[config.mk]
export PLATFORM = sky130hd
export DESIGN_NAME = decode_issue_buffer
export DESIGN_NICKNAME = d
export VERILOG_FILES = /design/src/rtl/decode_pkg.sv /design/src/rtl/load_scoreboard.sv /design/src/rtl/decode_issue_buffer.sv
export SDC_FILE = /design/constraint.sdc
export NUM_CORES = 1
export LEC_CHECK = 0
export ABC_CLOCK_PERIOD_IN_PS = 8300
export BUFFER_PORTS_ARGS = -buffer_cell sky130_fd_sc_hd__clkbuf_2
export CAP_MARGIN = 5
export CORE_UTILIZATION = 55
export CTS_CLUSTER_DIAMETER = 150
export DETAILED_ROUTE_END_ITERATION = 7
export HOLD_SLACK_MARGIN = 0.08
export PLACE_DENSITY = 0.91
export SETUP_SLACK_MARGIN = 0.02
export SLEW_MARGIN = 20
export SYNTH_ARGS = -nofsm -noshare
export SYNTH_HDL_FRONTEND = slang
export SYNTH_SLANG_ARGS = --single-unit
[constraint.sdc]
create_clock -name clk_i -period 8.3 [get_ports clk_i]
set_input_delay 0.83 -clock clk_i [delete_from_list [all_inputs] [get_ports clk_i]]
set_output_delay 0.83 -clock clk_i [all_outputs]
set_load 0.005 [all_outputs]
[src/rtl/decode_pkg.sv]
// Shared definitions for the decode/execute boundary: register index width,
// decoded-bundle field layout and the canonical NOP bundle.
package decode_pkg;

  localparam int REG_W_DEF = 5;
  localparam int BUNDLE_W  = 128;

  // Field layout of the decoded bundle (LSB offsets and widths).
  localparam int OPC_LSB    = 0;
  localparam int OPC_W      = 7;
  localparam int FUNCT3_LSB = 7;
  localparam int FUNCT3_W   = 3;
  localparam int ALU_OP_LSB = 10;
  localparam int ALU_OP_W   = 4;
  localparam int FLAGS_LSB  = 14;
  localparam int FLAGS_W    = 8;
  localparam int IMM_LSB    = 22;
  localparam int IMM_W      = 32;
  localparam int PC_LSB     = 54;
  localparam int PC_W       = 32;
  localparam int RSVD_LSB   = 86;
  localparam int RSVD_W     = BUNDLE_W - RSVD_LSB;

  localparam logic [OPC_W-1:0]   OPC_OP_IMM  = 7'b0010011;
  localparam logic [FLAGS_W-1:0] FLAG_ALU_EN = 8'h01;
  localparam logic [FLAGS_W-1:0] FLAG_MEM_RD = 8'h02;
  localparam logic [FLAGS_W-1:0] FLAG_MEM_WR = 8'h04;
  localparam logic [FLAGS_W-1:0] FLAG_BRANCH = 8'h08;
  localparam logic [FLAGS_W-1:0] FLAG_WB_EN  = 8'h10;

  // addi x0, x0, 0: ALU add of zero into x0, no writeback, no memory access.
  function automatic logic [BUNDLE_W-1:0] make_nop();
    logic [BUNDLE_W-1:0] b;
    b = '0;
    b[OPC_LSB +: OPC_W]     = OPC_OP_IMM;
    b[FLAGS_LSB +: FLAGS_W] = FLAG_ALU_EN;
    return b;
  endfunction

  localparam logic [BUNDLE_W-1:0] NOP_BUNDLE = make_nop();

endpackage

[src/rtl/load_scoreboard.sv]
// Pending-load scoreboard: one bit per register, set when a load issues and
// cleared on its writeback; a same-cycle set beats the clear. x0 never pends.
module load_scoreboard
  import decode_pkg::*;
#(
  parameter int REG_W = REG_W_DEF
) (
  input  logic             clk_i,
  input  logic             rst_i,
  input  logic             set_i,
  input  logic [REG_W-1:0] set_rd_i,
  input  logic             clr_i,
  input  logic [REG_W-1:0] clr_rd_i,
  input  logic [REG_W-1:0] look_a_i,
  output logic             look_a_pend_o,
  input  logic [REG_W-1:0] look_b_i,
  output logic             look_b_pend_o
);

  localparam int NREG = 2 ** REG_W;

  logic [NREG-1:0] pending_q;
  logic [NREG-1:0] pending_d;

  always_comb begin
    pending_d = pending_q;
    if (clr_i) begin
      pending_d[clr_rd_i] = 1'b0;
    end
    if (set_i && (set_rd_i != '0)) begin
      pending_d[set_rd_i] = 1'b1;
    end
    pending_d[0] = 1'b0;
  end

  always_ff @(posedge clk_i) begin
    if (rst_i) begin
      pending_q <= '0;
    end else begin
      pending_q <= pending_d;
    end
  end

  // Lookups see registered state only, so a writeback unblocks next cycle.
  assign look_a_pend_o = pending_q[look_a_i];
  assign look_b_pend_o = pending_q[look_b_i];

endmodule

[src/rtl/decode_issue_buffer.sv]
// DEPTH-entry decode->execute issue FIFO, 1-cycle minimum latency; head is held
// while it reads a register with a load still in flight. Full refuses pushes.
module decode_issue_buffer
  import decode_pkg::*;
#(
  parameter int DEPTH     = 2,
  parameter int PAYLOAD_W = BUNDLE_W,
  parameter int REG_W     = REG_W_DEF
) (
  input  logic                   clk_i,
  input  logic                   rst_i,
  input  logic                   in_valid_i,
  output logic                   in_ready_o,
  input  logic [PAYLOAD_W-1:0]   in_payload_i,
  input  logic [REG_W-1:0]       in_rs1_i,
  input  logic [REG_W-1:0]       in_rs2_i,
  input  logic                   in_read_rs1_i,
  input  logic                   in_read_rs2_i,
  input  logic [REG_W-1:0]       in_rd_i,
  input  logic                   in_load_i,
  output logic                   out_valid_o,
  input  logic                   out_ready_i,
  output logic [PAYLOAD_W-1:0]   out_payload_o,
  output logic [REG_W-1:0]       out_rd_o,
  input  logic                   ld_done_i,
  input  logic [REG_W-1:0]       ld_done_rd_i,
  input  logic                   flush_i,
  output logic                   hazard_o,
  output logic [$clog2(DEPTH):0] count_o
);

  localparam int PTR_W = $clog2(DEPTH);
  localparam int CNT_W = PTR_W + 1;

  typedef struct packed {
    logic [PAYLOAD_W-1:0] payload;
    logic [REG_W-1:0]     rs1;
    logic [REG_W-1:0]     rs2;
    logic [REG_W-1:0]     rd;
    logic                 read_rs1;
    logic                 read_rs2;
    logic                 load;
  } entry_t;

  entry_t             mem_q [DEPTH];
  entry_t             in_entry;
  entry_t             head;
  logic [PTR_W-1:0]   wr_ptr_q, wr_ptr_d;
  logic [PTR_W-1:0]   rd_ptr_q, rd_ptr_d;
  logic [CNT_W-1:0]   count_q, count_d;
  logic               empty;
  logic               push;
  logic               pop;
  logic               rs1_pend;
  logic               rs2_pend;

  assign in_entry = '{
    payload:  in_payload_i,
    rs1:      in_rs1_i,
    rs2:      in_rs2_i,
    rd:       in_rd_i,
    read_rs1: in_read_rs1_i,
    read_rs2: in_read_rs2_i,
    load:     in_load_i
  };

  assign head  = mem_q[rd_ptr_q];
  assign empty = (count_q == '0);

  // Ready looks only at the registered count: a full buffer refuses a push
  // even when the head pops in the same cycle.
  assign in_ready_o  = (count_q < CNT_W'(DEPTH));
  assign hazard_o    = !empty && ((head.read_rs1 && rs1_pend) || (head.read_rs2 && rs2_pend));
  assign out_valid_o = !empty && !hazard_o;

  assign push = in_valid_i && in_ready_o && !flush_i;
  assign pop  = out_valid_o && out_ready_i && !flush_i;

  assign out_payload_o = empty ? PAYLOAD_W'(NOP_BUNDLE) : head.payload;
  assign out_rd_o      = head.rd;
  assign count_o       = count_q;

  always_comb begin
    wr_ptr_d = wr_ptr_q;
    rd_ptr_d = rd_ptr_q;
    count_d  = count_q;
    if (flush_i) begin
      wr_ptr_d = '0;
      rd_ptr_d = '0;
      count_d  = '0;
    end else begin
      if (push) begin
        wr_ptr_d = wr_ptr_q + PTR_W'(1);
      end
      if (pop) begin
        rd_ptr_d = rd_ptr_q + PTR_W'(1);
      end
      case ({push, pop})
        2'b10:   count_d = count_q + CNT_W'(1);
        2'b01:   count_d = count_q - CNT_W'(1);
        default: count_d = count_q;
      endcase
    end
  end

  always_ff @(posedge clk_i) begin
    if (rst_i) begin
      wr_ptr_q <= '0;
      rd_ptr_q <= '0;
      count_q  <= '0;
    end else begin
      wr_ptr_q <= wr_ptr_d;
      rd_ptr_q <= rd_ptr_d;
      count_q  <= count_d;
    end
  end

  // Storage needs no reset: count gates every read of it.
  always_ff @(posedge clk_i) begin
    if (push) begin
      mem_q[wr_ptr_q] <= in_entry;
    end
  end

  load_scoreboard #(
    .REG_W (REG_W)
  ) u_scoreboard (
    .clk_i         (clk_i),
    .rst_i         (rst_i),
    .set_i         (pop && head.load),
    .set_rd_i      (head.rd),
    .clr_i         (ld_done_i),
    .clr_rd_i      (ld_done_rd_i),
    .look_a_i      (head.rs1),
    .look_a_pend_o (rs1_pend),
    .look_b_i      (head.rs2),
    .look_b_pend_o (rs2_pend)
  );

endmodule

Word-level counts from Yosys, hierarchy flattened
Memories as Yosys holds them, arrays and structs flattened. A register that Yosys moved wholly into a read port is not among the register bits.
Index checks and enable logic that the tools add are counted.

cells by class
  bitwise logic cells = 3
  mux-type cells = 16
  reductions and logical operators = 20
  equality and inequality tests = 2
  magnitude comparators = 7
  add/subtract/negate cells = 4

operators by type and width
  kind                 number
  $mux 128             1
  $mux 32              2
  $and 32x32->32       1
  $not 32->32          1
  $or 32x32->32        1
  $lt 5x6->1 const B   4
  $logic_and 1x1->1    12
  $bmux 1 s5           2
  $demux 1 s5          2
  $ge 5x1->1 const B   2
  $mux 1               8
  $reduce_bool 5->1    1
  $pmux 2 s2           1
  $logic_not 1->1      3
  $add 1x1->1 const B  2
  $add 2x1->2 const B  1
  $eq 2x1->1 const B   1
  $eq 2x2->1 const B   1
  $logic_not 2->1      1
  $lt 2x2->1 const B   1
  $reduce_bool 2->1    1
  $reduce_or 2->1      1
  $sub 2x1->2 const B  1
  $logic_or 1x1->1     1

word-level totals
  output and inout port bits = 138
  register bits after elaboration = 36
  RAM bits = 292
  memories kept = 1
  bits of input ports = 157

memories
  memory  depth  bits a word  read ports  clocked after memory_dff  write ports  RTL line                   RTL
  mem_q   2      146          1           1                         1            decode_issue_buffer.sv:45  entry_t mem_q [DEPTH];

Longest topological paths before layout
Gate-level depths: netlist of run 1.

  word-level depth = 12
  gate-level depth with buffers = 16

Hierarchy
From an unflattened synthesis of run 1, not the netlist that was laid out.

unflattened totals
  cells, all modules = 862
  area, all modules = 13000.0 µm²

by module, submodules not included
  module               cells each  area each (µm²)  instances
  decode_issue_buffer  632         11178.2          1
  load_scoreboard      230         1821.7           1

Least setup slack after synthesis of run 1
No wires, ideal clock.

  path kind = input to register
  start point = in flush_i
  end point = mem mem_q[0][0] in the netlist's numbering (enable)
  setup time = 0.654 ns
  required time = 7.646 ns
  data arrival time = 7.094 ns
  slack = 0.553 ns
  stages on the path = 3
  buffers on the path = 0
  cells stage by stage = nor2_1 -> nand2_1 -> nor2_1

between the ends
  word-level cells in the longest chain between the ends = 4

ends and longest elaborated chain
  what                          RTL line                    RTL
  start: declaration            decode_issue_buffer.sv:27   input logic flush_i,
  $logic_not 1->1               decode_issue_buffer.sv:76   assign push = in_valid_i && in_ready_o && !flush_i;
  $logic_and 1x1->1             decode_issue_buffer.sv:76
  $mux 1                        decode_issue_buffer.sv:120  if (push) begin
  $mux 1 (implied by the code)  decode_issue_buffer.sv:121  mem_q[wr_ptr_q] <= in_entry;
  end: declaration              decode_issue_buffer.sv:45

Every way passes these cells.

==> results of run 1 <==
## worst max path at each step
stage                     slack, ns     endpoint      start
final                          3.09  out_valid_o  flip-flop
after global placement         3.66  out_valid_o  flip-flop
after floorplan                0.55  mem_q[0][0]    flush_i
after detailed placement       3.62  out_valid_o  flip-flop
after CTS                      3.09  out_valid_o  flip-flop
after global routing           2.88  out_valid_o  flip-flop
## stage by stage
stage	area [um^2]	hold WS, ns	setup slack [ns]	total power, mW
final	16570	0.4995	3.095	3.540
after global routing	16570	0.4895	2.880	3.640
after CTS	16510	0.4869	3.091	3.555
after detailed placement	15410	0.5334	3.616	2.076
after global placement	15410	0.5208	3.655	2.065
after floorplan	13700	0.4759	0.5527	1.988
## where the power goes
group	internal (mW)	leakage (nW)	switching [mW]
combinational	0.0738	2.38	0.114
clock	0.879	0.537	0.614
sequential	1.84	2.97	0.0154
## routing by layer
metal  GRT usage (%)  vias to the layer above
li1                -                     4284
met1           31.31                     4588
met2           46.67                      434
met3           6.416                      109
met4           14.59                        0
met5               0                        -
## cell usage in the layout, fill, tap and decap left out, types with 5 or more instances in the layout
cell / instances
nand2b_1: 15
clkinv_2: 6
nor2_1: 149
nand3b_1: 21
nor3_1: 5
clkbuf_1: 6
buf_4: 7
a22o_1: 6
nor2b_1: 33
edfxtp_1: 292
mux2_2: 7
a21oi_1: 21
clkbuf_2: 294
inv_1: 15
o21ai_0: 35
a22oi_1: 11
o31ai_1: 30
or2_2: 6
o22ai_1: 13
nor3b_1: 5
dfxtp_1: 35
mux2i_1: 133
nand2_1: 59
clkbuf_16: 34
## sequential cells by signal, indices dropped and copies added (netlist names), named ones only
register,cells
count_o,2
mem_q,292
rd_ptr_q,1
u_scoreboard.pending_q,31
wr_ptr_q,1
## area by class of cell
cell class / instances / share of cell area (%)
diodes: 3 / 0.04530
clock buffers: 43 / 5.519
clock inverters: 16 / 1.080
inverters: 15 / 0.3398
multi-input cells: 601 / 23.75
flip-flops and latches: 328 / 57.29
well taps: 324 / 2.446
repair buffers: 303 / 9.529
## kinds of logic after synthesis
kind of cell	after synthesis	share of synthesized area, %
xor+xnor	3	0.1919
compound gates	145	7.243
simple gates	311	10.65
buf+inv	59	2.156
mux	141	10.39
flops	328	69.27
fa+ha+maj	1	0.09133
## critical path, cell delays in order, from the launching register on
cell	delay, ns
dfxtp_4	0.97
buf_4	0.91
nor2_1	0.20
a22o_1	0.28
a211o_1	0.26
a221oi_1	0.45
o311ai_4	0.19
nand2_4	0.33
nor2_1	0.07
clkbuf_2	0.15
==> impl_metrics.env, run 1 <==
export IMPL_dr_wl_met3_mm=2.638
export IMPL_hold_violations=0
export IMPL_clk_path_buf_depth=3
export IMPL_die_w_um=159.8
export IMPL_worstSetupPathType="flip-flop to primary output"
export IMPL_finalCoreUtilization_pct=67.94
export IMPL_synth_area_leaders="edfxtp_1 64%, mux2i_1 9.7%, dfxtp_1 5.3%, nor2_1 4.2%, o31ai_1 1.6%"
export IMPL_grt_max_degree=89
export IMPL_maxSlewViolCount=0
export IMPL_syn_num_nets=1146
export IMPL_core_area_um2=24390
export IMPL_routedWlPerCell_um=21.32
export IMPL_dp_hpwl_mm=23.40
export IMPL_synth_top_cells_by_count="292 x edfxtp_1, 152 x nor2_1, 133 x mux2i_1"
export IMPL_stdcell_count=1633
export IMPL_synthArstFlopShare_pct=0
export IMPL_rsz0062_at_grt="false"
export IMPL_track_usage_pct=27.06
export IMPL_cts_num_sinks=328
export IMPL_clk_latency_ns=0.51
export IMPL_reg2regPathDepth=11
export IMPL_cts_resized=0
export IMPL_power_density_nw_per_um2=213.6
export IMPL_dpl_cell_count=1569
export IMPL_ios=295
export IMPL_yosysTopAreaCell="edfxtp_1"
export IMPL_multiInputGateArea_um2=3936
export IMPL_start_kind="flip-flop"
export IMPL_synth_edf_count=292
export IMPL_relSlewSlack_pct=27.90
export IMPL_fin_nets=1441
export IMPL_dr_pass1_iters=6
export IMPL_drcViolationCount=0
export IMPL_syn_inst=988
export IMPL_syn_to_final_growth_pct=20.97
export IMPL_fin_skew_ns=0.02660
export IMPL_vias_per_cell=5.765
export IMPL_grt_overflow_total=0
export IMPL_clockRootBuffer="clkbuf_16"
export IMPL_setup_viol=0
export IMPL_rrSetupSlack_ns=3.61
export IMPL_route_met2_wl_mm=17.65
export IMPL_finalSetupTns_ns=0
export IMPL_power_leakage_nw=5.891
export IMPL_synth_most_common_cell="edfxtp_1"
export IMPL_worstHoldEndpoint="mem_q[0][89]"
export IMPL_holdPathStages=1
export IMPL_routed_wl_mm=34.81
export IMPL_htree_levels=2
export IMPL_peakVddDrop_v=0.0002413
export IMPL_cts_made_buffers=34
export IMPL_grt_pass1_vias=9529
export IMPL_die_height_um=159.8
export IMPL_die_area_um2=25540
export IMPL_synth_seq_cells=328
export IMPL_max_freq_mhz=192.1
export IMPL_synth_area_um2=13700
export IMPL_drt_iter0_drc=847
export IMPL_final_layout_size_suffix_gt1_share_pct=29.17
export IMPL_ys_seq_area_share_pct=69.27
export IMPL_cts_tree="done"
export IMPL_fillers=1646
export IMPL_ys_types=58
export IMPL_ctsHoldBuffers=0
export IMPL_dominantRegCellSynth="edfxtp_1"
export IMPL_initial_core_util_pct=56.16
export IMPL_clk_pin_slew_ns=0.07
export IMPL_cp_required_ns=7.47
export IMPL_grt_antenna_before_repair=3
export IMPL_wl_met1_mm=12.84
export IMPL_fin_crit_sh_pct=62.71
export IMPL_r2r_end="count_o[1]"
export IMPL_route_vias_total=9415
export IMPL_end_kind="primary output"
export IMPL_ant_nets=0
export IMPL_placementRows=57
export IMPL_min_from="in_payload_i[71]"
export IMPL_crit_fanout=63
export IMPL_worst_ep_arrival_time_ns=4.38
export IMPL_syn_avg_cell_area_um2=13.86
export IMPL_synth_top_area_share_pct=64.01
export IMPL_maxUsedRoutingLayer="met4"
export IMPL_outcome="complete, no violations"
export IMPL_grt_pass1_wl_mm=52.81
export IMPL_hold_path_class="input port to flip-flop"
export IMPL_postCtsSetupBuffers=0
export IMPL_ff_latch_area_um2=9493
export IMPL_tightestPinTransition_ns=1.079
export IMPL_yosysWarnings=0
export IMPL_period_needed_ns=5.205
export IMPL_drv_cap=0
export IMPL_port_buffers=294
export IMPL_gp_congestion=0.8904
No activity file was read; power rests on OpenSTA's default activity.
==> run 2: changes to the inputs <==
--- a/config.mk
+++ b/config.mk
@@ -5,7 +5,7 @@
 export SDC_FILE = /design/constraint.sdc
 export NUM_CORES = 1
 export LEC_CHECK = 0
-export ABC_CLOCK_PERIOD_IN_PS = 8300
+export ABC_CLOCK_PERIOD_IN_PS = 5300
 export BUFFER_PORTS_ARGS = -buffer_cell sky130_fd_sc_hd__clkbuf_2
 export CAP_MARGIN = 5
 export CORE_UTILIZATION = 55
==> constraint.sdc (replaced) <==
create_clock -name clk_i -period 5.3 [get_ports clk_i]
set_input_delay 0.53 -clock clk_i [delete_from_list [all_inputs] [get_ports clk_i]]
set_output_delay 0.53 -clock clk_i [all_outputs]
set_load 0.005 [all_outputs]
==> impl_metrics.env, run 2 (synthesis gave the netlist of run 1 again) <==
export IMPL_drcViolationCount=0
export IMPL_grt_max_degree=120
export IMPL_worstSetupPathType="flip-flop to primary output"
export IMPL_cp_required_ns=4.77
export IMPL_track_usage_pct=27.01
export IMPL_worst_path_max_delay_cell="dfxtp_4"
export IMPL_power_density_nw_per_um2=330.7
export IMPL_hold_path_class="input port to flip-flop"
export IMPL_die_w_um=159.8
export IMPL_end_kind="primary output"
export IMPL_die_height_um=159.8
export IMPL_cts_tree="done"
export IMPL_initial_core_util_pct=56.16
export IMPL_die_area_um2=25540
export IMPL_hold_violations=0
export IMPL_cts_resized=0
export IMPL_dr_pass1_iters=5
export IMPL_maxSlewViolCount=0
export IMPL_rsz0062_at_grt="false"
export IMPL_r2r_end="count_o[1]"
export IMPL_grt_overflow_total=0
export IMPL_clk_path_buf_depth=3
export IMPL_period_needed_ns=4.076
export IMPL_routedWlPerCell_um=21.26
export IMPL_fin_nets=1440
export IMPL_stdcell_count=1630
export IMPL_max_stage_delay_ns=0.94
export IMPL_ctsHoldBuffers=0
export IMPL_ant_nets=0
export IMPL_cts_num_sinks=328
export IMPL_outcome="complete, no violations"
export IMPL_start_kind="flip-flop"
export IMPL_htree_levels=2
export IMPL_dpl_cell_count=1570
export IMPL_final_common_cell="clkbuf_2"
export IMPL_fin_crit_sh_pct=76.91
export IMPL_vias_per_cell=5.791
export IMPL_max_freq_mhz=245.3
export IMPL_relSlewSlack_pct=27.53
export IMPL_drt_iter0_drc=891
export IMPL_crit_fanout=67
export IMPL_final_cell_mix="294 x clkbuf_2, 292 x edfxtp_1, 149 x nor2_1"
export IMPL_port_buffers=294
export IMPL_setup_viol=0
export IMPL_peakVddDrop_v=0.0003244
export IMPL_post_place_ws_ns=1.559
export IMPL_tightestPinTransition_ns=1.087
export IMPL_cts_made_buffers=34
export IMPL_largest_register="mem_q"
export IMPL_fillers=1656
export IMPL_ios=295
export IMPL_clk_latency_ns=0.51
export IMPL_multiInputGateArea_um2=3936
export IMPL_gp_congestion=0.9373
export IMPL_syn_to_final_growth_pct=20.40
export IMPL_postCtsSetupBuffers=0
export IMPL_final_layout_size_suffix_gt1_share_pct=29.12
export IMPL_worst_ep_arrival_time_ns=3.55
export IMPL_largest_reg_flops=292
export IMPL_clk_pin_slew_ns=0.07
export IMPL_grt_pass1_vias=9593
export IMPL_dp_hpwl_mm=23.08
export IMPL_clockRootBuffer="clkbuf_16"
export IMPL_fin_skew_ns=0.01927
export IMPL_crit_path_cell_trace="nand2_1, o21ai_1, a22o_1, nor3b_1, nor3_1, a221o_2, nand2_4, nor2_1, clkbuf_2"
export IMPL_core_area_um2=24390
export IMPL_grt_pass1_wl_mm=52.87
export IMPL_hold_ws_ns=0.2064
export IMPL_routed_wl_mm=34.66
export IMPL_crit_path_end="out_valid_o"
export IMPL_reg2regPathDepth=11
export IMPL_ff_latch_area_um2=9493
export IMPL_drv_cap=0
export IMPL_route_vias_total=9440
export IMPL_power_leakage_nw=5.858
export IMPL_placementRows=57
export IMPL_rrSetupSlack_ns=1.50
export IMPL_grt_antenna_before_repair=1
export IMPL_setup_ws_ns=1.224
==> run 2: final cells by class <==
type | instances | area share, %
flip-flops and latches | 328 | 57.56
multi-input cells | 601 | 23.87
clock inverters | 18 | 0.8725
diodes | 1 | 0.01517
repair buffers | 302 | 9.438
well taps | 324 | 2.458
clock buffers | 41 | 5.447
inverters | 15 | 0.3414
==> run 2: metrics by stage <==
step	cell area, um^2	power [mW]	utilization [%]	setup TNS, ns
3_5_place_dp	15450	3.252	63.33	0
3_3_place_gp	15450	3.232	63.33	0
2_1_floorplan	13700	3.113	-	-627.01
5_1_grt	16490	5.612	67.62	0
4_1_cts	16490	5.477	67.61	0
6_report	16490	5.454	67.62	0
==> run 2: per-layer routing <==
| layer | part of all wire [%] | wire, um | track usage [%] | vias up |
|---|---|---|---|---|
| met1 | 35 | 12290 | 31.28 | 4540 |
| met3 | 8.8 | 3057 | 6.779 | 108 |
| met2 | 50 | 17430 | 46.45 | 508 |
| met5 | 0 | 0 | 0 | - |
| li1 | - | - | - | 4284 |
| met4 | 5.4 | 1885 | 14.20 | 0 |
==> run 2: how the worst min path moves through the flow <==
stage                                         start                   endpoint  slack, ns  cells after the start
final                              in_payload_i[15]               mem_q[0][33]       0.21                      1
after global routing                in_payload_i[1]               mem_q[0][19]       0.20                      1
after CTS                          in_payload_i[15]               mem_q[0][33]       0.20                      1
after detailed placement                   rd_ptr_q                   rd_ptr_q       0.53                      3
after global placement                     rd_ptr_q                   rd_ptr_q       0.53                      3
after floorplan           u_scoreboard.pending_q[8]  u_scoreboard.pending_q[8]       0.48                      2
==> run 2: worst max-delay path, delay by kind of cell, from the launching register on <==
family                 cells  cell delay, ns
buffers and inverters      1            0.12
AND/OR/NAND/NOR            5            0.86
flip-flops                 1            0.94
AO/OA/AOI/OAI              3            1.09
==> run 2: power breakdown <==
part | switching, mW | internal, mW
registers | 0.0247 | 2.89
logic | 0.178 | 0.114
clock network | 0.943 | 1.31
